## src/rtl/fpu_result_sign_resolve.sv

```systemverilog
// Resolves the final IEEE-754 adder result sign, packs {sign, exp, man} and applies NaN/inf/zero overrides.
// Latency 2 cycles, 1/cycle throughput; elastic valid/ready, stage 1 holds while the output stalls.
// Optional sticky invalid flag when FPU_SIGN_STICKY_FLAGS_EN is defined.
`timescale 1ns/1ps
module fpu_result_sign_resolve #(
  parameter int EXP_W = 8,
  parameter int MAN_W = 23
) (
  input  logic                   clk,
  input  logic                   rst_n,
`ifdef FPU_SIGN_STICKY_FLAGS_EN
  input  logic                   flag_clr,
  output logic                   invalid_sticky,
`endif
  input  logic                   in_valid,
  output logic                   in_ready,
  input  logic                   sign_big,
  input  logic                   add_path,
  input  logic                   mag_zero,
  input  logic                   a_is_inf,
  input  logic                   b_is_inf,
  input  logic                   any_nan,
  input  logic                   any_snan,
  input  logic [2:0]             rnd_mode,
  input  logic [EXP_W-1:0]       exp_in,
  input  logic [MAN_W-1:0]       man_in,
  output logic                   out_valid,
  input  logic                   out_ready,
  output logic [EXP_W+MAN_W:0]   result,
  output logic                   invalid
);

  localparam int W = 1 + EXP_W + MAN_W;
  localparam logic [W-1:0] QNAN = {1'b0, {EXP_W{1'b1}}, 1'b1, {(MAN_W-1){1'b0}}};

  logic             r_s1_valid;
  logic             r_s1_sign_big;
  logic             r_s1_add_path;
  logic             r_s1_mag_zero;
  logic             r_s1_a_inf;
  logic             r_s1_b_inf;
  logic             r_s1_nan;
  logic             r_s1_snan;
  logic [2:0]       r_s1_rnd;
  logic [EXP_W-1:0] r_s1_exp;
  logic [MAN_W-1:0] r_s1_man;

  logic             r_out_valid;
  logic [W-1:0]     r_result;
  logic             r_invalid;

  logic             w_s1_move;
  logic             w_in_fire;
  logic [W-1:0]     w_res;
  logic             w_res_inv;

  assign w_s1_move = !r_out_valid || out_ready;
  assign in_ready  = !r_s1_valid || w_s1_move;
  assign w_in_fire = in_valid && in_ready;

  assign out_valid = r_out_valid;
  assign result    = r_result;
  assign invalid   = r_invalid;

  // First matching rule wins: NaN, inf-inf, single inf, cancellation, signed zero, normal.
  always_comb begin
    w_res     = {r_s1_sign_big, r_s1_exp, r_s1_man};
    w_res_inv = 1'b0;
    if (r_s1_nan) begin
      w_res     = QNAN;
      w_res_inv = r_s1_snan;
    end else if (r_s1_a_inf && r_s1_b_inf && !r_s1_add_path) begin
      w_res     = QNAN;
      w_res_inv = 1'b1;
    end else if (r_s1_a_inf || r_s1_b_inf) begin
      w_res = {r_s1_sign_big, {EXP_W{1'b1}}, {MAN_W{1'b0}}};
    end else if (r_s1_mag_zero && !r_s1_add_path) begin
      // Exact cancellation is +0 except when rounding toward -inf.
      w_res = {(r_s1_rnd == 3'b010), {(W-1){1'b0}}};
    end else if (r_s1_mag_zero) begin
      w_res = {r_s1_sign_big, {(W-1){1'b0}}};
    end
  end

  always_ff @(posedge clk or negedge rst_n) begin
    if (!rst_n) begin
      r_s1_valid    <= 1'b0;
      r_s1_sign_big <= 1'b0;
      r_s1_add_path <= 1'b0;
      r_s1_mag_zero <= 1'b0;
      r_s1_a_inf    <= 1'b0;
      r_s1_b_inf    <= 1'b0;
      r_s1_nan      <= 1'b0;
      r_s1_snan     <= 1'b0;
      r_s1_rnd      <= 3'b000;
      r_s1_exp      <= '0;
      r_s1_man      <= '0;
    end else begin
      if (in_ready) r_s1_valid <= in_valid;
      if (w_in_fire) begin
        r_s1_sign_big <= sign_big;
        r_s1_add_path <= add_path;
        r_s1_mag_zero <= mag_zero;
        r_s1_a_inf    <= a_is_inf;
        r_s1_b_inf    <= b_is_inf;
        r_s1_nan      <= any_nan;
        r_s1_snan     <= any_snan;
        r_s1_rnd      <= rnd_mode;
        r_s1_exp      <= exp_in;
        r_s1_man      <= man_in;
      end
    end
  end

  always_ff @(posedge clk or negedge rst_n) begin
    if (!rst_n) begin
      r_out_valid <= 1'b0;
      r_result    <= '0;
      r_invalid   <= 1'b0;
    end else if (w_s1_move) begin
      r_out_valid <= r_s1_valid;
      if (r_s1_valid) begin
        r_result  <= w_res;
        r_invalid <= w_res_inv;
      end
    end
  end

`ifdef FPU_SIGN_STICKY_FLAGS_EN
  logic r_invalid_sticky;

  assign invalid_sticky = r_invalid_sticky;

  always_ff @(posedge clk or negedge rst_n) begin
    if (!rst_n) begin
      r_invalid_sticky <= 1'b0;
    end else if (r_out_valid && out_ready && r_invalid) begin
      r_invalid_sticky <= 1'b1;
    end else if (flag_clr) begin
      r_invalid_sticky <= 1'b0;
    end
  end
`endif

endmodule

```

## config.mk

```make
export PLATFORM = sky130hd
export DESIGN_NAME = fpu_result_sign_resolve
export DESIGN_NICKNAME = d
export VERILOG_FILES = /design/src/rtl/fpu_result_sign_resolve.sv
export SDC_FILE = /design/constraint.sdc
export NUM_CORES = 1
export LEC_CHECK = 0
export CORE_ASPECT_RATIO = 1.5
export CORE_MARGIN = 1
export CORE_UTILIZATION = 41
export CTS_BUF_LIST = sky130_fd_sc_hd__clkbuf_2 sky130_fd_sc_hd__clkbuf_4 sky130_fd_sc_hd__clkbuf_8
export CTS_CLUSTER_SIZE = 10
export DETAILED_ROUTE_END_ITERATION = 12
export PLACE_DENSITY = 0.69
export RECOVER_POWER = 100
export SKIP_LAST_GASP = 1
export SLEW_MARGIN = 20
export SYNTH_ARGS = -nofsm -noshare
export SYNTH_HDL_FRONTEND = slang
export SYNTH_SLANG_ARGS = --single-unit
```

## constraint.sdc

```tcl
create_clock -name clk -period 2.2 [get_ports clk]
set_input_delay 0.44 -clock clk [delete_from_list [all_inputs] [get_ports clk]]
set_output_delay 0.44 -clock clk [all_outputs]
set_load 0.01 [all_outputs]
```

Word level (Yosys, flattened, before mapping)
Cells that the tools add are included.

cells by class
  div/mod/pow operators = 0
  eq/ne operators = 1
  magnitude comparators = 0
  multiplexer cells = 7
  bitwise gates (word level) = 0
  shift operators = 0
  reduce and logical (&&, ||, !) cells = 11
  add/subtract/negate cells = 0
  multiply operators = 0

operators by type and width
  operator              count
  $mux W32              4
  $mux W31              1
  $logic_and A1 B1 Y1   4
  $eq A3 B2 Y1 const B  1
  $logic_not A1 Y1      3
  $logic_or A1 B1 Y1    3
  $mux W1               2
  $reduce_and A2 Y1     1

storage, ports and cells
  output and inout port bits = 35
  memories = 0
  memory bits (read-only) = 0
  register bits = 76
  RAM bits = 0
  bits in latches = 0
  input bits = 45

Depth between registers and ports, before layout
  word-level depth = 6
  depth in mapped cells = 5

Worst setup path after synthesis
OpenSTA, ideal clock, no wires.

  path kind = flip-flop to flip-flop
  from = register r_s1_b_inf
  to = register r_result[31], in the netlist result[31]
  data required time = 2.080 ns
  arrival time = 1.218 ns
  slack = 0.862 ns
  cell stages (with the launch flop) = 4
  buffers on the path = 0
  path through = dfrtp_1 nor4b_2 mux2_1 a31o_1

on the way
  word-level cells in the longest chain between the ends = 4

ends and longest elaborated chain
  item                                                       line    text
  start, declared                                            41      logic r_s1_b_inf;
  start signal, assigned                                     105     r_s1_b_inf <= b_is_inf;
  $logic_or A1 B1 Y1 or $logic_and A1 B1 Y1 (tied branches)  75, 72
  $mux W32 or $logic_and A1 B1 Y1 (tied branches)            75, 72
  $mux W32 (*)                                               72      end else if (r_s1_a_inf && r_s1_b_inf && !r_s1_add_path) begin
  $mux W32 (*)                                               69      if (r_s1_nan) begin
  end signal, assigned                                       123     r_result <= w_res;
  end, declared                                              49      logic [W-1:0] r_result;

Mark *: on every way between the ends. The rest lies on a longest branch, timed or not.
A chain may end at the register's enable or synchronous reset.

Worst setup path after layout
  from = input out_ready
  to = output in_ready

on the way
  word-level cells in the longest chain between the ends = 2

ends and longest elaborated chain
  item                line  text
  start, declared     28    input logic out_ready,
  $logic_or A1 B1 Y1  57    assign w_s1_move = !r_out_valid || out_ready;
  $logic_or A1 B1 Y1  58    assign in_ready = !r_s1_valid || w_s1_move;
  end, declared       16    output logic in_ready,

Every way passes these cells.

==> out/qor.txt <==
Worst-Skew Late Latency -> 0.34 ns
Switching Fraction -> 25.74%
Design Power -> 3.270 mW
Worst Path Max Fanout -> 3
crit start category -> primary input
clock skew -> 0.009726 ns
#FFs+latches synth -> 76
dpl cell area -> 3963 um2
Post-CTS Setup Repair Bufs -> 0
clock slew at reported path FFs -> 0.07 ns
die height -> 108.3 um
dpl hpwl -> 4196 um
Initial Util -> 42.47%
total grt overflow -> 0
Ys Warns -> 0
std cell rows -> 38
Layout Nets -> 342
Max Used Layer -> met4
PD cells -> 793.4 nW/um2
CTS Hold Bufs -> 0
Leak -> 1.718 nW
utilization after layout -> 56.66%
CP Data Required Time -> 1.76 ns
TritonCTS Buffers -> 9
period utilisation layout -> 93.32%
port bufs -> 79
RR Endpoint -> invalid
most frequent cells in the layout -> dfrtp_1, clkdlybuf4s50_1, dlygate4sd3_1, mux2_2
GRT Total Usage -> 17.09%
drt pass-1 iters -> 4
DR vias/cell -> 4.998
I/O pin count -> 80
Compound-Gate Fraction of Synth Area -> 10.17%
Total Die Area -> 7893 um2
Post-CTS Resized -> 0
Sequential Power Share -> 51.2%
class of the worst hold path -> in -> async
Cells after DPL -> 386
CTS tree -> done
status -> complete, no violations
Max Slew Vio Count -> 0
RD Place Congestion -> 0.7170
wire length on met3 -> 198 um
Max-cap violations -> 0
Area Overhead vs Synth -> 33.41%
Synth Area in XOR/XNOR -> 0%
WL per Instance -> 15.24 um
Worst R2R Start -> r_s1_valid
CP Class -> in -> out
commonest non-fill, non-tap cell in the layout -> dfrtp_1
post-synth cell types -> 28
Worst setup EP type -> output port
Setup WS post-layout -> 0.1470 ns
RSZ-0062 raised after global routing -> no
layout cells sized above 1 -> 19.21%
Clock Tree Root -> clkbuf_8
clock group share of total power -> 31.7%
Cell Int Power -> 2.428 mW
first-pass GRT wire length -> 10020 um
number of global-route vias before repair -> 2110
Slew headroom -> 37.68%
largest family of logic cells by synthesized area -> multiplexers
Core ar. -> 7274 um2
worst slack at placement -> 0.1380 ns
depth of the CTS H-tree -> 3
Max Buffers Root-to-Sink -> 2
crit path time final -> 2.053 ns
Slew @ Worst Pin -> 0.9348 ns
Die W -> 72.88 um
Peak Freq -> 487.1 MHz
Design Area, Final -> 4121 um2
adder-cell share of the synthesized area -> 0%
post-route non-filler standard cell count -> 402
diode count -> 0
Final setup viols -> 0
FILL cells -> 642
WL met2 -> 3274 um
clock sinks -> 76
Gate power share -> 17.1%
DRC -> 0
Synth top area share -> 61.56%
TNS Setup -> 0 ns
Register-to-Register Path Depth -> 3
Avg Cell Area, Syn -> 14.24 um2
largest net degree at the start of global routing -> 42
largest cells by area after synthesis -> dfrtp_1, mux2_2, o2bb2ai_1, mux2_1, nand3_1
vias post-DR -> 2009
cells after synthesis -> 217
initial antenna violation count -> 0
multiplexer share of the synthesized area -> 15.31%
Worst Path Arrival -> 1.61 ns
Post-Syn Area -> 3089 um2
cell taking the most area after synthesis -> dfrtp_1
wl on met1 -> 2517 um
simple-gate area share of the yosys netlist -> 9.275%
sequential area share after synthesis -> 61.56%
Net Count, Synth -> 262
sw power -> 0.8417 mW
Hold WS -> 0.2281 ns
DRT iter0 DRCs -> 91
Final ANT Viol Nets -> 0
routed wire length -> 6126 um
R2R Setup Slk -> 0.38 ns
Final Hold Viols -> 0
VDD IR max -> 0.3983 mV
[state kept, by name, indices dropped and copies added, names as in the netlist, 3 cells and up]
name	flops
r_s1_man	23
result	32
r_s1_rnd	3
r_s1_exp	8
[area by class of cell]
cell class / count / area (um2) / area share, %
tap: 100 / 125.1 / 3.036
clock inverter: 6 / 63.81 / 1.548
multi-input combinational: 124 / 1071 / 25.99
sequential: 76 / 1902 / 46.14
inverter: 1 / 3.754 / 0.09107
timing repair buffer: 85 / 824.5 / 20.01
clock buffer: 10 / 131.4 / 3.188
[worst max-delay path, stage by stage]
cell and delay, ns:
clkdlybuf4s50_1 0.48, nand3b_4 0.15, clkdlybuf4s50_1 0.54
[how the worst max path moves through the flow]
stage | cells past startpoint | to | startpoint
after global routing | 3 | in_ready | out_ready
after detailed placement | 3 | in_ready | out_ready
after global placement | 3 | in_ready | out_ready
after CTS | 3 | in_ready | out_ready
after floorplan | 3 | result[31] | r_s1_b_inf
final | 3 | in_ready | out_ready
[power by group through the flow]
stage               combinational (mW)  sequential [mW]  clock (mW)
finish                           0.561             1.67        1.04
global route                     0.620             1.70        1.13
CTS                              0.608             1.68        1.06
detailed placement               0.608             1.71           0
global placement                 0.595             1.70           0
floorplan                        0.310             1.70           0
[synth_stat cells]
library cell / count
a21bo_2: 1
a21boi_0: 1
a21oi_1: 1
a31o_1: 1
a31oi_1: 2
and2_1: 1
buf_2: 10
buf_4: 2
buf_6: 4
dfrtp_1: 76
inv_1: 1
mux2_1: 12
mux2_2: 30
nand2_1: 1
nand2_2: 1
nand2_4: 1
nand2b_1: 4
nand3_1: 22
nand3_2: 1
nand3b_4: 1
nor2b_1: 9
nor3_1: 1
nor3_2: 1
nor3b_1: 1
nor4b_2: 1
o22a_1: 8
o2bb2ai_1: 22
o31ai_1: 1
[kinds of logic (layout without fill, tap and decap cells)]
family | Yosys count | in the layout
flip-flops | 76 | 76
AO/OA/AOI/OAI | 37 | 37
buffers and inverters | 17 | 102
AND/OR/NAND/NOR | 45 | 45
multiplexers | 42 | 42
[routing by layer]
layer | vias up | GRT usage [%]
met3 | 10 | 2.610
met1 | 1009 | 20.28
li1 | 945 | -
met5 | - | 0
met2 | 45 | 29.17
met4 | 0 | 9.664
Note: power is estimated with default switching activity, not from simulation.
